File: src/rtl/lab4_branch_branch_update_queue_if.sv
// Fetch/resolve handshakes, shared predictor port and redirect
// for the branch update queue.
interface lab4_branch_branch_update_queue_if;
   logic        fetch_val;
   logic        fetch_rdy;
   logic [31:0] fetch_pc;
   logic        fetch_pred;
   logic        resolve_val;
   logic        resolve_rdy;
   logic        resolve_taken;
   logic [31:0] pred_pc;
   logic        pred_prediction;
   logic        pred_update_en;
   logic        pred_update_val;
   logic        mispredict;
   logic [31:0] mispredict_pc;

   modport master (
      output fetch_val,
      input  fetch_rdy,
      output fetch_pc,
      input  fetch_pred,
      output resolve_val,
      input  resolve_rdy,
      output resolve_taken,
      input  pred_pc,
      output pred_prediction,
      input  pred_update_en,
      input  pred_update_val,
      input  mispredict,
      input  mispredict_pc
   );

   modport slave (
      input  fetch_val,
      output fetch_rdy,
      input  fetch_pc,
      output fetch_pred,
      input  resolve_val,
      output resolve_rdy,
      input  resolve_taken,
      output pred_pc,
      input  pred_prediction,
      output pred_update_en,
      output pred_update_val,
      output mispredict,
      output mispredict_pc
   );
endinterface

File: src/rtl/lab4_branch_branch_update_queue.sv
// In-order queue of in-flight branch predictions; owns the
// predictor PC port and raises a redirect on mispredict.
module lab4_branch_branch_update_queue #(
   parameter int p_num_entries = 4,
   parameter int p_cnt_nbits   = 16
) (
   input  logic                            clk,
   input  logic                            reset,
   lab4_branch_branch_update_queue_if.slave bus,
   output logic [$clog2(p_num_entries):0]  count,
   output logic [p_cnt_nbits-1:0]          num_resolved,
   output logic [p_cnt_nbits-1:0]          num_mispredicts
);

   localparam int AW = $clog2(p_num_entries);
   localparam int CW = AW + 1;
   localparam logic [CW-1:0] FULL = CW'(p_num_entries);

   logic [31:0]   pc_mem   [p_num_entries];
   logic          pred_mem [p_num_entries];
   logic [AW-1:0] head;
   logic [AW-1:0] tail;
   logic          mis_q;
   logic [31:0]   mis_pc_q;

   logic          res_rdy;
   logic          res_fire;
   logic          enq_rdy;
   logic          enq_fire;
   logic [31:0]   head_pc;
   logic          head_pred;
   logic          wrong;

   always_comb begin
      head_pc   = pc_mem[head];
      head_pred = pred_mem[head];
      res_rdy   = (count != '0);
      res_fire  = bus.resolve_val && res_rdy;
      // resolve updates own the predictor port, so fetch stalls
      enq_rdy   = (count != FULL) && !res_fire;
      enq_fire  = bus.fetch_val && enq_rdy;
      wrong     = res_fire && (head_pred != bus.resolve_taken);
   end

   always_comb begin
      bus.pred_pc         = bus.fetch_pc;
      bus.pred_update_en  = 1'b0;
      bus.pred_update_val = 1'b0;
      if (res_fire) begin
         bus.pred_pc         = head_pc;
         bus.pred_update_en  = 1'b1;
         bus.pred_update_val = bus.resolve_taken;
      end
   end

   assign bus.fetch_rdy     = enq_rdy;
   assign bus.resolve_rdy   = res_rdy;
   assign bus.fetch_pred    = bus.pred_prediction;
   assign bus.mispredict    = mis_q;
   assign bus.mispredict_pc = mis_pc_q;

   always_ff @(posedge clk) begin
      if (reset) begin
         head            <= '0;
         tail            <= '0;
         count           <= '0;
         mis_q           <= 1'b0;
         mis_pc_q        <= '0;
         num_resolved    <= '0;
         num_mispredicts <= '0;
      end else begin
         mis_q <= 1'b0;
         if (res_fire) begin
            num_resolved <= num_resolved + 1'b1;
            if (wrong) begin
               // squash head and everything younger
               head            <= '0;
               tail            <= '0;
               count           <= '0;
               mis_q           <= 1'b1;
               mis_pc_q        <= head_pc;
               num_mispredicts <= num_mispredicts + 1'b1;
            end else begin
               head  <= head + 1'b1;
               count <= count - 1'b1;
            end
         end else if (enq_fire) begin
            tail  <= tail + 1'b1;
            count <= count + 1'b1;
         end
      end
   end

   always_ff @(posedge clk) begin
      if (enq_fire) begin
         pc_mem[tail]   <= bus.fetch_pc;
         pred_mem[tail] <= bus.pred_prediction;
      end
   end

endmodule

File: src/flat_wrapper.sv
// flat-port wrapper written by rule: the top's interface ports become plain ports
module lab4_branch_branch_update_queue_flat 
#(
   parameter int p_num_entries = 4,
   parameter int p_cnt_nbits   = 16
)
  (clk, reset, count, num_resolved, num_mispredicts, bus_fetch_val, bus_fetch_rdy, bus_fetch_pc, bus_fetch_pred, bus_resolve_val, bus_resolve_rdy, bus_resolve_taken, bus_pred_pc, bus_pred_prediction, bus_pred_update_en, bus_pred_update_val, bus_mispredict, bus_mispredict_pc);
  lab4_branch_branch_update_queue_if bus_i ();
  input  logic clk;
  input  logic reset;
  output logic [$clog2(p_num_entries):0] count;
  output logic [p_cnt_nbits-1:0] num_resolved;
  output logic [p_cnt_nbits-1:0] num_mispredicts;
  input wire logic [$bits(bus_i.fetch_val)-1:0] bus_fetch_val;
  output wire logic [$bits(bus_i.fetch_rdy)-1:0] bus_fetch_rdy;
  input wire logic [$bits(bus_i.fetch_pc)-1:0] bus_fetch_pc;
  output wire logic [$bits(bus_i.fetch_pred)-1:0] bus_fetch_pred;
  input wire logic [$bits(bus_i.resolve_val)-1:0] bus_resolve_val;
  output wire logic [$bits(bus_i.resolve_rdy)-1:0] bus_resolve_rdy;
  input wire logic [$bits(bus_i.resolve_taken)-1:0] bus_resolve_taken;
  output wire logic [$bits(bus_i.pred_pc)-1:0] bus_pred_pc;
  input wire logic [$bits(bus_i.pred_prediction)-1:0] bus_pred_prediction;
  output wire logic [$bits(bus_i.pred_update_en)-1:0] bus_pred_update_en;
  output wire logic [$bits(bus_i.pred_update_val)-1:0] bus_pred_update_val;
  output wire logic [$bits(bus_i.mispredict)-1:0] bus_mispredict;
  output wire logic [$bits(bus_i.mispredict_pc)-1:0] bus_mispredict_pc;
  assign bus_i.fetch_val = bus_fetch_val;
  assign bus_fetch_rdy = bus_i.fetch_rdy;
  assign bus_i.fetch_pc = bus_fetch_pc;
  assign bus_fetch_pred = bus_i.fetch_pred;
  assign bus_i.resolve_val = bus_resolve_val;
  assign bus_resolve_rdy = bus_i.resolve_rdy;
  assign bus_i.resolve_taken = bus_resolve_taken;
  assign bus_pred_pc = bus_i.pred_pc;
  assign bus_i.pred_prediction = bus_pred_prediction;
  assign bus_pred_update_en = bus_i.pred_update_en;
  assign bus_pred_update_val = bus_i.pred_update_val;
  assign bus_mispredict = bus_i.mispredict;
  assign bus_mispredict_pc = bus_i.mispredict_pc;
  lab4_branch_branch_update_queue #(.p_num_entries(p_num_entries), .p_cnt_nbits(p_cnt_nbits)) u_core (.clk(clk), .reset(reset), .bus(bus_i), .count(count), .num_resolved(num_resolved), .num_mispredicts(num_mispredicts));
endmodule
File: config.mk
export PLATFORM = sky130hd
export DESIGN_NAME = lab4_branch_branch_update_queue_flat
export DESIGN_NICKNAME = d
export VERILOG_FILES = /design/src/rtl/lab4_branch_branch_update_queue_if.sv /design/src/rtl/lab4_branch_branch_update_queue.sv /design/src/flat_wrapper.sv
export SDC_FILE = /design/constraint.sdc
export NUM_CORES = 1
export LEC_CHECK = 0
export ABC_CLOCK_PERIOD_IN_PS = 5200
export BUFFER_PORTS_ARGS = -buffer_cell sky130_fd_sc_hd__buf_2
export CAP_MARGIN = 15
export CORE_MARGIN = 3
export CORE_UTILIZATION = 25
export CTS_CLUSTER_SIZE = 20
export DETAILED_ROUTE_END_ITERATION = 10
export GPL_TIMING_DRIVEN = 0
export PLACE_DENSITY_LB_ADDON = 0.2
export SLEW_MARGIN = 20
export SYNTH_ARGS = -nofsm -noshare
export SYNTH_HDL_FRONTEND = slang
export SYNTH_SLANG_ARGS = --single-unit
File: constraint.sdc
create_clock -name clk -period 5.2 [get_ports clk]
set_input_delay 1.04 -clock clk [delete_from_list [all_inputs] [get_ports clk]]
set_output_delay 1.04 -clock clk [all_outputs]
set_load 0.01 [all_outputs]
== Word level (Yosys, flattened, before mapping) ==
Memories as Yosys holds them, arrays and structs flattened. A register that Yosys moved wholly into a read port is not among the register bits.
Cells that the tools add are included.

* Bits in writable memories: 132
* Register bits after elaboration: 72
* Input bits: 38
* Output and inout port bits: 105
* Memories kept: 2

{| class="wikitable"
|+ Memory list
! name !! words !! bits a word !! rd ports !! clocked after Yosys merged registers in !! wr ports !! line !! text
|-
| u_core.pc_mem || 4 || 32 || 1 || 1 || 1 || lab4_branch_branch_update_queue.sv:19 || <nowiki>logic [31:0] pc_mem [p_num_entries];</nowiki>
|-
| u_core.pred_mem || 4 || 1 || 1 || 1 || 1 || lab4_branch_branch_update_queue.sv:20 || <nowiki>logic pred_mem [p_num_entries];</nowiki>
|}

* Muxes and demuxes: 17
* Bitwise logic cells: 1
* Equal/unequal tests: 3
* Add/subtract/negate cells: 6
* Reductions and logical operators: 10

{| class="wikitable"
|+ Operators with widths
! cell !! number
|-
| adder 16 x 1 -> 16 bit, second input constant || 2
|-
| two-way mux 32 bit || 1
|-
| two-way mux 2 bit || 8
|-
| two-way mux 3 bit || 3
|-
| two-way mux 1 bit || 5
|-
| adder 2 x 1 -> 2 bit, second input constant || 2
|-
| logical AND 1 bit || 4
|-
| AND reduction 2 bit || 2
|-
| adder 3 x 1 -> 3 bit, second input constant || 1
|-
| != test 3 bit, second input constant || 1
|-
| nonzero test 3 bit || 1
|-
| subtractor 3 x 1 -> 3 bit, second input constant || 1
|-
| != test 2 bit, second input constant || 1
|-
| nonzero test 2 bit || 1
|-
| OR reduction 2 bit || 1
|-
| zero test 1 bit || 1
|-
| != test 1 bit || 1
|-
| inverter 1 bit || 1
|}

== Depth between registers and ports, before layout ==
* Depth in word-level cells: 7
* Depth in mapped cells: 10
* Gate-level depth less buffers: 7

== Worst setup path before layout ==
Ideal clock, no wire load.

* Path type: input to output
* Start: input port bus_resolve_val
* End: output port bus_pred_pc[21]
* Arrival time: 2027 ps
* Path buffers: 3
* Stages on the path: 6
* Data required time: 4160 ps
* Path slack: 2133 ps
* Path through: nand2_1 -> buf_2 -> buf_2 -> buf_1 -> nand2_1 -> nand2_1

* Longest elaborated chain between the ends: 2

{| class="wikitable"
|+ Ends and longest elaborated chain
! item !! line !! text
|-
| from (decl) || flat_wrapper.sv:18 || <nowiki>input wire logic [$bits(bus_i.resolve_val)-1:0] bus_resolve_val;</nowiki>
|-
| logical AND 1 bit || lab4_branch_branch_update_queue.sv:38 || <nowiki>res_fire = bus.resolve_val && res_rdy;</nowiki>
|-
| two-way mux 32 bit || lab4_branch_branch_update_queue.sv:49 || <nowiki>if (res_fire) begin</nowiki>
|-
| to (decl) || flat_wrapper.sv:21 || <nowiki>output wire logic [$bits(bus_i.pred_pc)-1:0] bus_pred_pc;</nowiki>
|}

No other way between the ends.

== Worst setup path in the final report ==
* Start: register u_core.count[0]
* End: output port bus_pred_pc[1]

* Longest elaborated chain between the ends: 3

{| class="wikitable"
|+ Ends and longest elaborated chain
! item !! line !! text
|-
| from (decl) || lab4_branch_branch_update_queue.sv:10 || <nowiki>output logic [$clog2(p_num_entries):0] count,</nowiki>
|-
| from (signal assigned) || lab4_branch_branch_update_queue.sv:85 || <nowiki>count <= count - 1'b1;</nowiki>
|-
| from (signal assigned) || lab4_branch_branch_update_queue.sv:89 || <nowiki>count <= count + 1'b1;</nowiki>
|-
| nonzero test 3 bit || lab4_branch_branch_update_queue.sv:37 || <nowiki>res_rdy = (count != '0);</nowiki>
|-
| logical AND 1 bit || lab4_branch_branch_update_queue.sv:38 ||
|-
| two-way mux 32 bit || lab4_branch_branch_update_queue.sv:49 ||
|}

No other way between the ends.

==> out/metrics.csv <==
metric,value,unit
ys.flop_type,edfxtp_1,
postPlaceCellArea,0.00980,mm2
rsz0062_at_grt,false,
drv_slew,0,
ys_seq_elements,206,
fin_crit,4.51,ns
cts_resized,0,
peakVddDrop,0.273,mV
wire_per_inst,19.2,um
layout-drive-gt1-share,28.1,%
avgSynthCellArea,12.6,um2
power.density,503,mW/mm2
crit_family,buffers and inverters,
grt_pass1_wl,37800,um
drc_errors,0,
diodes,0,
dieArea,0.0361,mm2
cts_tree,yes,
synth_common_cells,"132 x edfxtp_1, 113 x nand2_1, 74 x dfxtp_1, 61 x a21oi_1, 44 x nand3_1",
synth.distinct_cells,39,
slowest_stage,clkbuf_1,
grt_pass1_vias,5972,
fin_ws,0.688,ns
synth.largest_area_cell,edfxtp_1,
slowest_delay,0.58,ns
htree_levels,1,
fin_tns_setup,0,ns
worstSetupPathType,flip-flop to output port,
status,completed,
synth_top_area_share,46.9,%
final.period_utilization,86.8,%
max_clock_freq,222,MHz
ys_top_cells_by_area,"edfxtp_1 47%, dfxtp_1 18%, mux4_2 8.8%, nand2_1 5.0%, a21oi_1 3.6%",
syn_nets,720,
clkLatencyLatePin,0.54,ns
drt-initial-drc-count,374,
grt_max_degree,23,
viasPerCell,4.57,
ant_nets,0,
min_path_type,flip-flop to flip-flop,
start_kind,flip-flop,
num_io_pins,143,
drtPass1Iterations,4,
ys_warn_count,0,
cp-end-kind,output port,
initial_core_util,25.7,%
fin_util,32.1,%
slew_headroom,38.9,%
critPathArrivalTime,3.47,ns
die_w,190,um
syn_to_final_growth,25.1,%
gr-usage-all-layers,13.8,%
wl,25000,um
post-route-cell-area,0.0106,mm2
fin_total_pwr,5.32,mW
maxCapViolCount,0,
vias,5953,
final_nets,890,
yosysMostFrequentCell,edfxtp_1,
post-place-ws,1.17,ns
finalSetupViolCount,0,
core,0.0329,mm2
hpwlAfterDp,17500,um
dieHeight,190,um
tightest_slew,0.916,ns
async_flop_share,0,%
cts_buffers,24,
path_clk_slew,0.06,ns
root_buffer,clkbuf_16,
rows,66,
synth_edf_count,132,
ys_seq_area_share,64.4,%
power_leakage,3.88,nW
crit_required,4.16,ns
cts.path.max_buffers,3,
hold_buffers,0,
cts.sinks,206,
critical_path.cell_chain,inv_1 -> ha_1 -> nand2b_1 -> buf_2 -> nand2_1 -> buf_2 -> inv_2 -> clkbuf_1 -> nand2_1 -> nand2_1 -> buf_2,
grt_overflow,0,
postCtsSetupBuffers,0,
syn_area,0.00845,mm2
routabilityCongestion,0.719,
io_buffers,140,
hold_viol_final,0,
antenna_found_initial,2,
crit_fanout,10,
critical_path_buf_inv_count,6,
clock_skew,0.0283,ns
syn_inst,673,
==> worst reg2reg max path, delay by kind of cell (launching register included) <==
kind                     cells  cell delay, ns
AO/OA/AOI/OAI                1            0.16
adder cells (fa/ha/maj)      1            0.25
buffers and inverters        5            1.49
flip-flops                   1            0.40
AND/OR/NAND/NOR              3            0.58
==> report_power, final <==
part | switching, mW | internal, mW | total [mW]
Sequential | 0.0823 | 1.97 | 2.05
Combinational | 1.08 | 0.552 | 1.63
Clock | 0.683 | 0.957 | 1.64
Total | 1.85 | 3.47 | 5.32
==> registers in the layout (all words and copies together) (netlist names), 2 cells and up, named ones only <==
register / count
u_core.pc_mem: 128
u_core.bus.mispredict_pc: 32
u_core.num_mispredicts: 16
u_core.num_resolved: 16
u_core.pred_mem: 4
u_core.count: 3
u_core.head: 2
u_core.tail: 2
==> through the flow <==
step | cells | hold WS [ns]
final | 1303 | 0.471
after global routing | 1303 | 0.493
after CTS | 1303 | 0.473
after detailed placement | 1259 | 0.465
after global placement | 1255 | 0.461
after floorplan | 673 | 0.455
==> final cells by class <==
cell class	instances	area, um2
Multi-Input combinational cell	408	2760
Fill cell	3389	22400
Inverter	11	41.3
Timing Repair Buffer	144	788
Clock buffer	29	619
Buffer	48	216
Tap cell	442	553
Clock inverter	15	156
Sequential cell	206	5450
==> cells by family after synthesis <==
logic type / share of synthesized area [%]
AOI/OAI and AO/OA: 7.74
xor gates and xnor gates: 0.814
DFF: 64.4
adders and majority gates: 1.33
muxes: 9.71
buffers and inverters: 3.05
and+or+nand+nor: 12.9
==> metal layers <==
metal | routed length [um] | global-route usage (%) | up-vias
met1 | 11100 | 19.0 | 2906
met4 | 448 | 2.59 | 4
li1 | - | - | 2852
met2 | 12000 | 22.9 | 152
met3 | 1490 | 2.71 | 39
met5 | 19 | 0 | -
==> path summary, 6_finish.rpt <==
kind                                 from                            to  slack [ns]  depth (start not counted)
max                       u_core.count[0]                bus_pred_pc[1]        0.69                         11
min reg2reg  u_core.bus.mispredict_pc[27]  u_core.bus.mispredict_pc[27]        0.47                          2
max reg2reg               u_core.count[0]  u_core.bus.mispredict_pc[13]        2.27                         10
min          u_core.bus.mispredict_pc[27]  u_core.bus.mispredict_pc[27]        0.47                          2
==> layout by cell type, fill, tap and decap left out, types with 5 or more instances in the layout <==
| master | count |
|---|---|
| ha_1 | 9 |
| o31ai_1 | 9 |
| inv_1 | 10 |
| o21ai_0 | 43 |
| a21oi_1 | 61 |
| nand4_1 | 9 |
| nand3_1 | 44 |
| buf_1 | 9 |
| or3_1 | 12 |
| mux4_2 | 33 |
| or4_1 | 9 |
| buf_4 | 5 |
| nor2_1 | 13 |
| nand2_1 | 113 |
| nor2b_1 | 5 |
| clkinv_2 | 6 |
| mux2_2 | 6 |
| nor3_1 | 6 |
| clkbuf_1 | 30 |
| dfxtp_1 | 74 |
| edfxtp_1 | 132 |
| buf_2 | 148 |
| clkbuf_16 | 24 |
No activity file was read; power rests on OpenSTA's default activity.
